[config.mk]
export PLATFORM = sky130hd
export DESIGN_NAME = fifo_drain_flat
export DESIGN_NICKNAME = d
export VERILOG_FILES = /design/src/rtl/fifo_drain_if.sv /design/src/rtl/fifo_drain.sv /design/src/flat_wrapper.sv
export SDC_FILE = /design/constraint.sdc
export NUM_CORES = 1
export LEC_CHECK = 0
export CORE_UTILIZATION = 36
export CTS_CLUSTER_SIZE = 20
export DETAILED_ROUTE_END_ITERATION = 6
export GPL_ROUTABILITY_DRIVEN = 0
export PLACE_DENSITY = 0.69
export SYNTH_ARGS = -nofsm -noshare
export SYNTH_HDL_FRONTEND = slang
export SYNTH_SLANG_ARGS = --single-unit
[constraint.sdc]
create_clock -name clk_i -period 3.9 [get_ports clk_i]
set_input_delay 0.78 -clock clk_i [delete_from_list [all_inputs] [get_ports clk_i]]
set_output_delay 0.78 -clock clk_i [all_outputs]
set_load 0.02 [all_outputs]
[src/rtl/fifo_drain_if.sv]
// fifo_drain_if: FIFO-array pop/bit port plus the valid/ready word port of fifo_drain.
interface fifo_drain_if #(
    parameter int NCH   = 12,
    parameter int WIDTH = 64
);
    logic [1:NCH]                 fifo_empty;
    logic [1:NCH]                 fifo_req;
    logic                         fifo_bit;
    logic [WIDTH-1:0]             out_data;
    logic [$clog2(NCH + 1)-1:0]   out_chan;
    logic                         out_valid;
    logic                         out_ready;
    modport master (
        input  fifo_empty, fifo_bit, out_ready,
        output fifo_req, out_data, out_chan, out_valid
    );
    modport slave (
        output fifo_empty, fifo_bit, out_ready,
        input  fifo_req, out_data, out_chan, out_valid
    );
endinterface

[src/rtl/fifo_drain.sv]
// fifo_drain: round-robin drain of NCH serial result FIFOs into a valid/ready word port.
// Define FIFO_DRAIN_MASK_EN to add the chan_en_i arbitration mask.
module fifo_drain #(
    parameter int NCH      = 12,
    parameter int WIDTH    = 64,
    parameter int READ_LAT = 2
) (
    input  logic         clk_i,
    input  logic         rst_i,
`ifdef FIFO_DRAIN_MASK_EN
    input  logic [1:NCH] chan_en_i,
`endif
    fifo_drain_if.master bus
);
    localparam int CW = $clog2(NCH + 1);
    localparam int BW = $clog2(WIDTH + 1);
    typedef enum logic [1:0] {IDLE, SHIFT, FLUSH, OUT} state_t;
    state_t              state_q;
    logic [1:NCH]        cand;
    logic [1:NCH]        req_d;
    logic [1:NCH]        req_q;
    logic [CW-1:0]       grant_d;
    logic [CW-1:0]       cur_q;
    logic [CW-1:0]       rr_q;
    logic [BW-1:0]       bitcnt_q;
    logic [READ_LAT-1:0] act_q;
    logic [WIDTH-1:0]    sr_q;
    logic                valid_q;
`ifdef FIFO_DRAIN_MASK_EN
    assign cand = ~bus.fifo_empty & chan_en_i;
`else
    assign cand = ~bus.fifo_empty;
`endif
    // Lowest candidate at or above rr_q wins; otherwise wrap to the lowest candidate overall.
    always_comb begin
        grant_d = '0;
        req_d   = '0;
        for (int k = NCH; k >= 1; k--)
            if (cand[k]) grant_d = CW'(k);
        for (int k = NCH; k >= 1; k--)
            if (cand[k] && CW'(k) >= rr_q) grant_d = CW'(k);
        for (int k = 1; k <= NCH; k++)
            req_d[k] = (grant_d == CW'(k));
    end
    always_ff @(posedge clk_i or posedge rst_i) begin
        if (rst_i) begin
            state_q  <= IDLE;
            req_q    <= '0;
            cur_q    <= CW'(1);
            rr_q     <= CW'(1);
            bitcnt_q <= '0;
            act_q    <= '0;
            sr_q     <= '0;
            valid_q  <= 1'b0;
        end else begin
            // The delay line tracks which cycles carry a returning bit on fifo_bit.
            act_q <= READ_LAT'({act_q, |req_q});
            if (act_q[READ_LAT-1]) sr_q <= {sr_q[WIDTH-2:0], bus.fifo_bit};
            case (state_q)
                IDLE: if (|cand) begin
                    cur_q    <= grant_d;
                    req_q    <= req_d;
                    bitcnt_q <= BW'(WIDTH);
                    state_q  <= SHIFT;
                end
                SHIFT: begin
                    bitcnt_q <= bitcnt_q - BW'(1);
                    if (bitcnt_q == BW'(1)) begin
                        req_q    <= '0;
                        bitcnt_q <= BW'(READ_LAT);
                        state_q  <= FLUSH;
                    end
                end
                FLUSH: begin
                    bitcnt_q <= bitcnt_q - BW'(1);
                    if (bitcnt_q == BW'(1)) begin
                        valid_q <= 1'b1;
                        state_q <= OUT;
                    end
                end
                OUT: if (bus.out_ready) begin
                    valid_q <= 1'b0;
                    rr_q    <= (cur_q == CW'(NCH)) ? CW'(1) : cur_q + CW'(1);
                    state_q <= IDLE;
                end
                default: state_q <= IDLE;
            endcase
        end
    end
    assign bus.fifo_req  = req_q;
    assign bus.out_data  = sr_q;
    assign bus.out_chan  = cur_q;
    assign bus.out_valid = valid_q;
endmodule
[src/flat_wrapper.sv]
// flat-port wrapper written by rule: the top's interface ports become plain ports
module fifo_drain_flat 
#(
    parameter int NCH      = 12,
    parameter int WIDTH    = 64,
    parameter int READ_LAT = 2
)
  (clk_i, rst_i, bus_fifo_empty, bus_fifo_bit, bus_out_ready, bus_fifo_req, bus_out_data, bus_out_chan, bus_out_valid);
  fifo_drain_if #(.NCH(NCH), .WIDTH(WIDTH)) bus_i ();
  input  logic clk_i;
  input  logic rst_i;
  input wire logic [$bits(bus_i.fifo_empty)-1:0] bus_fifo_empty;
  input wire logic [$bits(bus_i.fifo_bit)-1:0] bus_fifo_bit;
  input wire logic [$bits(bus_i.out_ready)-1:0] bus_out_ready;
  output wire logic [$bits(bus_i.fifo_req)-1:0] bus_fifo_req;
  output wire logic [$bits(bus_i.out_data)-1:0] bus_out_data;
  output wire logic [$bits(bus_i.out_chan)-1:0] bus_out_chan;
  output wire logic [$bits(bus_i.out_valid)-1:0] bus_out_valid;
  assign bus_i.fifo_empty = bus_fifo_empty;
  assign bus_i.fifo_bit = bus_fifo_bit;
  assign bus_i.out_ready = bus_out_ready;
  assign bus_fifo_req = bus_i.fifo_req;
  assign bus_out_data = bus_i.out_data;
  assign bus_out_chan = bus_i.out_chan;
  assign bus_out_valid = bus_i.out_valid;
  fifo_drain #(.NCH(NCH), .WIDTH(WIDTH), .READ_LAT(READ_LAT)) u_core (.clk_i(clk_i), .rst_i(rst_i), .bus(bus_i));
endmodule
* Word level (Yosys, flattened, before mapping)
Index checks and enable logic that the tools add are counted.
** Storage, ports and cells
- Output and inout bits :: 81
- Memories kept :: 0
- Latch bits :: 0
- Flip-flop bits (word level) :: 96
- ROM bits :: 0
- RAM bits :: 0
- Word-level logic and storage cells :: 107
- Bits of input ports :: 16
** Cells by class
- Eq/ne operators :: 21
- Div/mod/pow operators :: 0
- Shift-type cells :: 0
- Reductions and logical operators :: 24
- Order comparisons :: 12
- Bitwise logic cells :: 1
- Multiplexer cells :: 39
- Add/subtract/negate cells :: 2
- $mul :: 0
** Operators by type and width (count)
- 4-bit 2-to-1 mux :: 25
- 4-bit == test (second input constant) :: 6
- 12-bit 2-to-1 mux :: 2
- 12-bit case mux with 2 select lines :: 1
- 12-bit OR reduction :: 2
- 7-bit case mux with 3 select lines :: 1
- 4-bit >= comparator (first input constant) :: 5
- 4-bit by 3-bit == test with 1-bit output (second input constant) :: 4
- 3-bit by 4-bit >= comparator with 1-bit output (first input constant) :: 4
- 7-bit 2-to-1 mux :: 2
- 1-bit logical AND :: 12
- 12-bit NOT :: 1
- 4-bit by 2-bit == test with 1-bit output (second input constant) :: 2
- 2-bit by 4-bit >= comparator with 1-bit output (first input constant) :: 2
- 2-bit 2-to-1 mux :: 4
- 2-bit case mux with 4 select lines :: 1
- 7-bit by 1-bit == test with 1-bit output (second input constant) :: 1
- 7-bit by 1-bit subtractor with 7-bit output (second input constant) :: 1
- 2-bit by 1-bit inequality test with 1-bit output (second input constant) :: 3
- 2-bit AND reduction :: 3
- 3-bit AND reduction :: 2
- 4-bit by 1-bit adder with 4-bit output (second input constant) :: 1
- 2-bit == test (second input constant) :: 2
- 4-bit by 1-bit == test with 1-bit output (second input constant) :: 1
- 9 further kinds :: 11

* Depth between registers and ports, before layout
Gate-level depths: netlist (run 1).
- Word-level depth :: 28
- Gate-level depth with buffers :: 8

* Worst setup path before layout (run 1)
OpenSTA, ideal clock, no wires.
- Path type :: input port to flip-flop
- Start point :: input bus_fifo_empty[10]
- End point :: register u_core.req_q, in the netlist u_core.bus.fifo_req[11]
- Arrival :: 2.037 ns
- Buffers on the path :: 1
- Slack :: 1.767 ns
- Cell stages on the path :: 7
- Cell sequence :: a21o_1 a211oi_2 a311o_2 a31oi_1 or3_1 buf_2 o31ai_1
** On the way
- Cells in the longest elaborated chain, start to end :: 18
- Elaborated cells on any way between the ends :: 22
- Those cells by class :: eq/ne: 2; mux: 16; bitwise: 1; reduce/logical: 3
** RTL lines
- start: declaration :: RTL line flat_wrapper.sv:12 : input wire logic [$bits(bus_i.fifo_empty)-1:0] bus_fifo_empty;
- 12-bit NOT * :: RTL line fifo_drain.sv:32 : assign cand = ~bus.fifo_empty;
- 4-bit 2-to-1 mux (2 in a row) :: RTL line fifo_drain.sv:39 : if (cand[k]) grant_d = CW'(k);
- 4-bit 2-to-1 mux (12 in a row) :: RTL line fifo_drain.sv:41 : if (cand[k] && CW'(k) >= rr_q) grant_d = CW'(k);
- 4-bit == test :: RTL line fifo_drain.sv:43 : req_d[k] = (grant_d == CW'(k));
- 12-bit 2-to-1 mux :: RTL line fifo_drain.sv:60 : IDLE: if (|cand) begin
- 12-bit case mux with 2 select lines :: RTL line fifo_drain.sv:59 : case (state_q)
- end signal: assignment :: RTL line fifo_drain.sv:62 : req_q <= req_d;
- end: declaration :: RTL line fifo_drain.sv:21 : logic [1:NCH] req_q;
Every way passes the cells marked *; elsewhere a longest branch is shown, timed or not. The select of a mux whose other input is x is not followed.
A chain may end at the register's enable or synchronous reset.

* Final worst setup path (run 1)
- Start point :: input bus_fifo_empty[8]
- End point :: register u_core.req_q, in the netlist u_core.bus.fifo_req[10]
** On the way
- Cells in the longest elaborated chain, start to end :: 20
- Elaborated cells on any way between the ends :: 24
- Those cells by class :: eq/ne: 2; mux: 18; bitwise: 1; reduce/logical: 3
** RTL lines (RTL line)
- 12-bit NOT * :: fifo_drain.sv:32
- 4-bit 2-to-1 mux (4 in a row) :: fifo_drain.sv:39
- 4-bit 2-to-1 mux (12 in a row) :: fifo_drain.sv:41
- 4-bit == test :: fifo_drain.sv:43
- 12-bit 2-to-1 mux :: fifo_drain.sv:60
- 12-bit case mux with 2 select lines :: fifo_drain.sv:59
Marks and branches as above.

==> results of run 1 <==
flip-flops by register name (all words and copies together), names as in the netlist:
name                  cells
u_core.bitcnt_q           7
u_core.bus.fifo_req      12
u_core.bus.out_valid      1
u_core.bus.out_chan       4
u_core.bus.out_data      64
u_core.act_q              2
u_core.state_q            2
u_core.rr_q               4
through the flow:
stage | util, % | worst slack [ns]
after global placement | 46.1 | 1.10
after global routing | 48.8 | 1.20
after CTS | 48.8 | 1.36
after floorplan | - | 0.618
final | 48.8 | 1.32
after detailed placement | 46.1 | 0.996
critical path, stage by stage:
cell and delay [ns]:
clkdlybuf4s50_1 0.51, and4_1 0.28, and4bb_2 0.25, nand2b_1 0.28, nor3_2 0.28, nand3_1 0.19, o31ai_1 0.25
worst max path at each step:
stage,to,startpoint,slack [ns]
finish,u_core.bus.fifo_req[10],bus_fifo_empty[8],1.32
global route,u_core.bus.fifo_req[9],bus_fifo_empty[8],1.20
CTS,u_core.bus.fifo_req[1],bus_fifo_empty[3],1.36
detailed placement,u_core.bus.fifo_req[9],bus_fifo_empty[8],1.0
global placement,u_core.bus.fifo_req[8],bus_fifo_empty[8],1.10
floorplan,u_core.act_q[0],rst_i,0.62
logic make-up (layout without fill, tap and decap cells):
logic type | after synthesis | in the layout | share of synthesized area (%)
XOR/XNOR | 4 | 4 | 0.787
buffers and inverters | 31 | 128 | 3.01
multiplexers | 66 | 66 | 16.7
flip-flops | 96 | 96 | 54.0
adder cells (fa/ha/maj) | 9 | 9 | 2.53
AND/OR/NAND/NOR | 97 | 97 | 11.0
AO/OA/AOI/OAI | 80 | 80 | 12.0
area by class of cell:
type | count | area (um2) | area share, %
sequential | 96 | 2410 | 41.1
multi-input combinational | 256 | 1910 | 32.7
timing repair buffer | 98 | 976 | 16.7
clock buffer | 12 | 246 | 4.21
tap | 147 | 184 | 3.14
clock inverter | 4 | 76.3 | 1.30
inverter | 14 | 55.1 | 0.940
metal layers:
metal | wire [um] | track usage (%) | up-vias
li1 | - | - | 1567
met1 | 4610 | 21.8 | 1619
met2 | 4350 | 23.8 | 110
met3 | 487 | 3.43 | 19
met4 | 187 | 7.11 | 0
met5 | 0 | 0 | -
power by group through the flow:
stage	sequential [mW]	clock [mW]	combinational, mW
finish	1.67	0.946	1.87
global placement	1.67	0	1.83
detailed placement	1.68	0	1.87
global route	1.73	1.02	2.04
floorplan	1.73	0	1.14
CTS	1.67	0.970	1.88
layout by cell type, fill, tap and decap left out, types with 10 or more instances in the layout:
cell / n
a21oi_1: 10
clkdlybuf4s50_1: 96
dfrtp_1: 93
inv_1: 13
mux2_2: 65
nand2_1: 38
nand3_1: 12
nor2_1: 10
o21ai_0: 22
o31ai_1: 13
==> impl_metrics.tcl, run 1 <==
set metrics [dict create \
    worst_skew_pair.late_latency_ns 0.34 \
    cts_tree "done" \
    dpl.cell_count 611 \
    synth_cell_type_count 53 \
    sinks_on_the_clock_net 96 \
    fin_crit_sh_pct 66.1 \
    worst-r2r-setup-slack_ns 1.66 \
    totalWireLength_mm 9.63 \
    area_delta_synth_final_pct 31.6 \
    cp.required_ns 4.14 \
    cts.repair.resized 0 \
    clkPwrFrac_pct 21.1 \
    fp.dieArea_um2 12800 \
    clk_pin_slew_worst_paths_ns 0.07 \
    cp_max_fanout 10 \
    max-cap-violations 0 \
    ys_seq_area_share_pct 54.0 \
    min_from "u_core.act_q[0]" \
    result_of_the_run "finished, final reports clean" \
    hpwlAfterDp_mm 6.86 \
    finalWorstPathRequiredPeriod_ns 2.58 \
    worst_r2r_startpoint "u_core.rr_q[2]" \
    power-per-cell-area_nw_per_um2 766 \
    p_comb_share_pct 41.7 \
    std_cell_rows 40 \
    clock.fmax_mhz 388 \
    yosys.area.top_type "dfrtp_1" \
    fp.dieW_um 113 \
    netlist.area_leader.share_pct 52.8 \
    vias_per_instance 5.29 \
    firstDrtPassIters 4 \
    stdcell_area_um2 5860 \
    setup_viol_count_final 0 \
    synth.yosys.warnings 0 \
    totalPowerFinal_mw 4.48 \
    clock_root_cell "clkbuf_16" \
    synth_area_um2 4450 \
    synth_common_cells "94 x dfrtp_1, 65 x mux2_2, 38 x nand2_1" \
    antenna-diode-count 0 \
    synth.avg_cell_area_um2 11.6 \
    power.leakage_nw 2.61 \
    number_of_global_route_vias_before_repair 3265 \
    drc 0 \
    grt_antenna_before_repair 0 \
    endpoint_kind "flip-flop" \
    synthesis.nets 408 \
    endpoint_of_the_worst_hold_timing_path "u_core.act_q[1]" \
    power.sequential.fraction_pct 37.2 \
    port-buffer-count 96 \
    p_int_mw 2.79 \
    hold_path_depth 0 \
    boundary_pins 97 \
    die_y_um 113 \
    final.setup_skew_ns 0.00625 \
    ys.flop_type "dfrtp_1" \
    r2r.worst_path.cells 6 \
    worstMarginPinSlew_ns 1.06 \
    num-fill-cells 1129 \
    p_switching_mw 1.69 \
    initial_core_util_pct 37.1 \
    setup-tns-final_ns 0 \
    maxSlewViolCount 0 \
    post_synth_main_area_contributors "dfrtp_1 53%, mux2_2 16%, nand2_1 3.2%" \
    worst_ir_drop_vdd_mv 0.438 \
    cp-start-kind "primary input" \
    cts_post_setup_buffers_inserted 0 \
    gr-usage-all-layers_pct 15.8 \
    synth_edf_count 0 \
    grt_setup_unrepaired "false" \
    worst_slew_margin_rel_pct 29.6 \
    layout.nets 500 \
    most_common_cell_in_the_netlist "dfrtp_1" \
    finalHoldViolCount 0 \
    via_count 3315 \
    fin_cells 627 \
    fin_hold_ws_ns 0.354 \
    synthesis.instances 383 \
    worst_r2r_dst "u_core.bus.fifo_req[1]" \
    drive_above_1_share_pct 19.4 \
    hp-class "reg2reg" \
    cts.htree.levels 3 \
    numCtsBuffers 9 \
    drt_first_iter_violations 224 \
    criticalPathCategory "in2reg" \
    detail_route.wl_per_cell_um 15.4 \
    grt_pass1_wl_mm 16.0 \
    grt_start_max_net_pins 77 \
    overflow 0 \
    antenna_violating_nets_post_route 0 \
    cp.arrival_ns 2.82 \
    holdBufCountCts 0 \
    clock_tree.buffer_depth 2 \
    power_switching_share_pct 37.7 \
    synth_async_sr_flop_share_pct 100 \
    postSynthRegisterBits 96 \
    placeableCoreArea_um2 12000 \
    place_area_um2 5530 \
]
Note: power is estimated with default switching activity, not from simulation.
==> inputs of run 2 (changes only) <==
==> constraint.sdc (replaced) <==
create_clock -name clk_i -period 2.64 [get_ports clk_i]
set_input_delay 0.528 -clock clk_i [delete_from_list [all_inputs] [get_ports clk_i]]
set_output_delay 0.528 -clock clk_i [all_outputs]
set_load 0.02 [all_outputs]
==> run 2 against run 1 <==
Effect of this change:
- combinational power increased by 59%
- final area increased by 0.41%
- worst hold slack worse by 0.0015 ns
- die area stayed put
- clock power up 30%
- critical path depth is 1 lower
- largest cell class unchanged
- worst setup slack got worse by 0.91 ns
- register-to-register slack lost 1.2 ns
- largest power group unchanged
- utilization is 0.20 points higher
- total power rose by 46%
- critical path type is now reg2reg
- final cell count is 1.1% higher
- routed wire length is 1.7% lower
==> impl_metrics.tcl, run 2 (synthesis results as in run 1) <==
set metrics [dict create \
    result_of_the_run "finished, final reports clean" \
    numCtsBuffers 9 \
    dpl.cell_count 618 \
    antenna-diode-count 0 \
    std_cell_rows 40 \
    endpoint_of_the_worst_setup_timing_path "u_core.bus.fifo_req[5]" \
    antenna_violating_nets_post_route 0 \
    fp.dieArea_um2 12800 \
    fin_crit_sh_pct 84.3 \
    cp_max_fanout 16 \
    drive_above_1_share_pct 20.7 \
    r2r.worst_path.cells 6 \
    maxSlewViolCount 0 \
    worst_r2r_dst "u_core.bus.fifo_req[5]" \
    worst_r2r_startpoint "u_core.rr_q[2]" \
    criticalPathCategory "reg2reg" \
    overflow 0 \
    boundary_pins 97 \
    sinks_on_the_clock_net 96 \
    grt_antenna_before_repair 0 \
    layout_commonest_cell "clkdlybuf4s50_1" \
    power.leakage_nw 2.62 \
    via_count 3321 \
    grt_start_max_net_pins 97 \
    totalWireLength_mm 9.47 \
    clk_pin_slew_worst_paths_ns 0.07 \
    firstDrtPassIters 6 \
    worst_slew_margin_rel_pct 48.9 \
    area_delta_synth_final_pct 32.1 \
    finalWorstPathRequiredPeriod_ns 2.23 \
    clock_root_cell "clkbuf_16" \
    most_used_cells_in_the_layout_excluding_fill_and_tap_cells "96 x clkdlybuf4s50_1, 93 x dfrtp_1, 65 x mux2_2" \
    cp.arrival_ns 2.47 \
    drc 0 \
    cts_post_setup_buffers_inserted 0 \
    number_of_global_route_vias_before_repair 3250 \
    worst_slack_ns 0.415 \
    worst_skew_pair.late_latency_ns 0.34 \
    cts_tree "done" \
    fin_cells 634 \
    layout.nets 507 \
    holdBufCountCts 0 \
    setup-tns-final_ns 0 \
    port-buffer-count 96 \
    die_y_um 113 \
    num-fill-cells 1105 \
    worst_ir_drop_vdd_mv 0.623 \
    finalHoldViolCount 0 \
    final.setup_skew_ns 0.00521 \
    hpwlAfterDp_mm 6.72 \
    critical_path_source "u_core.rr_q[2]" \
    power-per-cell-area_nw_per_um2 1110 \
    cts.htree.levels 3 \
    cp-start-kind "flip-flop" \
    max-cap-violations 0 \
    grt_pass1_wl_mm 15.9 \
    initial_core_util_pct 37.1 \
    largest_reg_flops 64 \
    gr-usage-all-layers_pct 15.6 \
    place_ws_ns 0.0766 \
    drt_first_iter_violations 172 \
    grt_setup_unrepaired "false" \
    worstMarginPinSlew_ns 0.766 \
    setup_viol_count_final 0 \
    endpoint_kind "flip-flop" \
    clock_tree.buffer_depth 2 \
    detail_route.wl_per_cell_um 14.9 \
    worst-r2r-setup-slack_ns 0.41 \
    cts.repair.resized 0 \
    hp-class "reg2reg" \
    clock.fmax_mhz 449 \
    vias_per_instance 5.24 \
    cp.required_ns 2.88 \
    placeableCoreArea_um2 12000 \
    fp.dieW_um 113 \
]
[run 2: cell types whose count changed in the layout (fill, tap and decap cells not counted), sizes merged]
cell / previous run / this run
clkinvlp: 1 / 4
bufinv: 2 / 0
buf: 2 / 9
clkbuf: 12 / 10
inv: 15 / 16
[run 2: layer usage]
layer	part of all wire, %	track usage, %	wire length (um)	vias to the layer above
li1	-	-	-	1587
met1	46	20.9	4400	1620
met2	47	25.0	4470	105
met3	5.1	3.37	480	9
met4	1.2	5.53	115	0
met5	0	0	0	-
[run 2: how the worst min path moves through the flow]
| stage | start | to | cells past startpoint |
|---|---|---|---|
| 2_1_floorplan | u_core.act_q[0] | u_core.act_q[1] | 0 |
| 3_3_place_gp | u_core.act_q[0] | u_core.act_q[1] | 0 |
| 3_5_place_dp | u_core.act_q[0] | u_core.act_q[1] | 0 |
| 4_1_cts | u_core.act_q[0] | u_core.act_q[1] | 0 |
| 5_1_grt | u_core.act_q[0] | u_core.act_q[1] | 0 |
| 6_report | u_core.act_q[0] | u_core.act_q[1] | 0 |
[run 2: final cells by class]
type / count / area, um2 / area share [%]
inverter: 14 / 56.3 / 0.957
tap: 147 / 184 / 3.13
sequential: 96 / 2410 / 40.9
multi-input combinational: 256 / 1910 / 32.5
clock inverter: 6 / 51.3 / 0.872
timing repair buffer: 105 / 1040 / 17.7
clock buffer: 10 / 229 / 3.89
[run 2: power breakdown]
part / switching [mW] / total [mW] / internal, mW
clock: 0.578 / 1.23 / 0.652
sequential: 0.425 / 2.33 / 1.91
combinational: 1.54 / 2.97 / 1.42
[run 2: worst max-delay path: stages (launching register included)]
cell and delay [ns]:
dfrtp_1 0.66, o21a_1 0.24, a21oi_1 0.10, a22o_1 0.25
a311oi_1 0.39, o21ai_2 0.20, o31ai_1 0.29
[run 2: through the flow]
stage	total power [mW]	utilization [%]	area, um2	hold slack (ns)
6_report	6.53	49.0	5880	0.353
5_1_grt	6.98	49.0	5880	0.366
4_1_cts	6.60	49.0	5880	0.353
3_5_place_dp	5.33	46.6	5600	0.340
3_3_place_gp	5.24	46.6	5600	0.332
2_1_floorplan	4.24	-	4460	0.331
==> variant, RTL diff (config.mk and constraints of run 1) <==
`WIDTH` is set to 64 in 3 places; all go to 128.
--- a/src/rtl/fifo_drain_if.sv
+++ b/src/rtl/fifo_drain_if.sv
@@ -1,7 +1,7 @@
 // fifo_drain_if: FIFO-array pop/bit port plus the valid/ready word port of fifo_drain.
 interface fifo_drain_if #(
     parameter int NCH   = 12,
-    parameter int WIDTH = 64
+    parameter int WIDTH = 128
 );
     logic [1:NCH]                 fifo_empty;
     logic [1:NCH]                 fifo_req;
--- a/src/rtl/fifo_drain.sv
+++ b/src/rtl/fifo_drain.sv
@@ -2,7 +2,7 @@
 // Define FIFO_DRAIN_MASK_EN to add the chan_en_i arbitration mask.
 module fifo_drain #(
     parameter int NCH      = 12,
-    parameter int WIDTH    = 64,
+    parameter int WIDTH    = 128,
     parameter int READ_LAT = 2
 ) (
     input  logic         clk_i,
--- a/src/flat_wrapper.sv
+++ b/src/flat_wrapper.sv
@@ -2,7 +2,7 @@
 module fifo_drain_flat 
 #(
     parameter int NCH      = 12,
-    parameter int WIDTH    = 64,
+    parameter int WIDTH    = 128,
     parameter int READ_LAT = 2
 )
   (clk_i, rst_i, bus_fifo_empty, bus_fifo_bit, bus_out_ready, bus_fifo_req, bus_out_data, bus_out_chan, bus_out_valid);
Ports: changed (resized bus_out_data); port bits go from 97 to 161. The function was not compared with the original's and may differ.
==> variant against run 1 <==
- sequential cell count up 65
- worst setup slack got worse by 0.010 ns
- register-to-register slack worse by 0.08 ns
- power is 43% higher
- clock skew increased by 0.0036 ns
- routed wire length up 60%
- cell area up 60%
- area after synthesis increased by 56%
- largest cell class unchanged
==> variant: results (changes against run 1) <==
outcome completed (unchanged); area share of fa/ha/maj cells after synthesis 1.624% (was 2.530%); first-pass iteration count of the detailed router 5 (was 4); H-tree levels 4 (was 3); register area share after synthesis 58.13% (was 54.02%); Seq group 2430 uW (was 1670 uW); GR Util met2 26.92% (was 23.80%); I/O Buffers 160 (was 96); Resize count post-CTS 0 (unchanged); pin count of the biggest net entering global routing 70 (was 77); compound-gate portion of the synthesized area 8.912% (was 12.00%); max reg flops 128 (was 64); mean area per synthesized cell 12.99 um^2 (was 11.62 um^2); Cell Int Power 4077 uW (was 2795 uW); static leakage 0.004257 uW (was 0.002608 uW); Clock net power 1680 uW (was 946 uW); asr flop ratio synth 100.0% (unchanged); Post-CTS Hold Buffers 0 (unchanged); crit-path max FO 7 (was 10); reg2reg path depth 6 (unchanged); Synth Area in XOR/XNOR 0% (was 0.7870%); Worst Setup SP bus_fifo_empty[4] (was bus_fifo_empty[8]); r2r setup slk 1.58 ns (was 1.66 ns); reg2reg end u_core.bus.fifo_req[7] (was u_core.bus.fifo_req[1]); Post-synth top cells dfrtp_1, mux2_2, nand2_1 (unchanged); share of layout cells above drive strength 1 25.64% (was 19.38%); vias in the first global route 4905 (was 3265); peak supply drop 0.0003274 V (was 0.0004385 V); WL met2 7.501 mm (was 4.347 mm); critical path's largest stage delay 0.54 ns (was 0.51 ns); Net Count, Synth 559 (was 408); WP data arrival 2.90 ns (was 2.82 ns); worst skew pair latency 0.41 ns (was 0.34 ns); CP Capture Point u_core.bus.fifo_req[10] (unchanged); Synth area leaders dfrtp_1, mux2_2, o21ai_0 (was dfrtp_1, mux2_2, nand2_1); Hold WS 0.3492 ns (was 0.3544 ns); Initial DRC Count 306 (was 224); metal3 WL 825 um (was 487 um); Num CTS Buffers 17 (was 9); Total Nets Final 718 (was 500); DPL Wire Length 11.17 mm (was 6.859 mm); slew margin rel. 41.26% (was 29.61%); Worst Skew 0.009867 ns (was 0.006255 ns); worst min-delay path endpoint u_core.act_q[1] (unchanged); YS warnings 0 (unchanged); Psw 2355 uW (was 1690 uW); Ant. Diodes 0 (unchanged); first-pass GRT wire length 25.76 mm (was 16.04 mm); wire length on met1 6.840 mm (was 4.606 mm); M1 GR Usage 21.27% (was 21.82%); GRT Overall Usage 16.32% (was 15.79%); fill count 1599 (was 1129); proportion of synthesized area in mux cells 21.43% (was 16.67%); number of distinct library cells after synthesis 49 (was 53); met3 Use GR 3.533% (was 3.428%); WL/cell 16.39 um (was 15.36 um); vias per cell 5.211 (was 5.287)
[variant: cell count changes after synthesis, moves of 3 or more]
cell | before | now
mux2_2 | 65 | 132
dfrtp_1 | 94 | 159
o31ai_1 | 13 | 5
o21ai_0 | 22 | 29
a32o_1 | 0 | 6
clkbuf_1 | 8 | 14
a21oi_1 | 10 | 14
nand2_1 | 38 | 34
and3_1 | 2 | 5
nor2_1 | 10 | 13
nor3_1 | 2 | 5
[variant: through the flow]
step / worst slack [ns] / area [um^2] / std cells / util, %
floorplan: 1.079 / 6939 / 534 / -
global placement: 1.022 / 8766 / 908 / 46.71
detailed placement: 0.9523 / 8766 / 908 / 46.71
CTS: 1.384 / 9369 / 940 / 49.92
global route: 1.158 / 9369 / 940 / 49.92
finish: 1.310 / 9369 / 940 / 49.92
[variant: final cells by class]
type / count / share of cell area (%)
tap: 234 / 3.125
clock buffer: 18 / 4.581
timing repair buffer: 166 / 17.57
multi-input combinational: 332 / 29.15
inverter: 15 / 0.6410
sequential: 161 / 43.07
clock inverter: 14 / 1.856
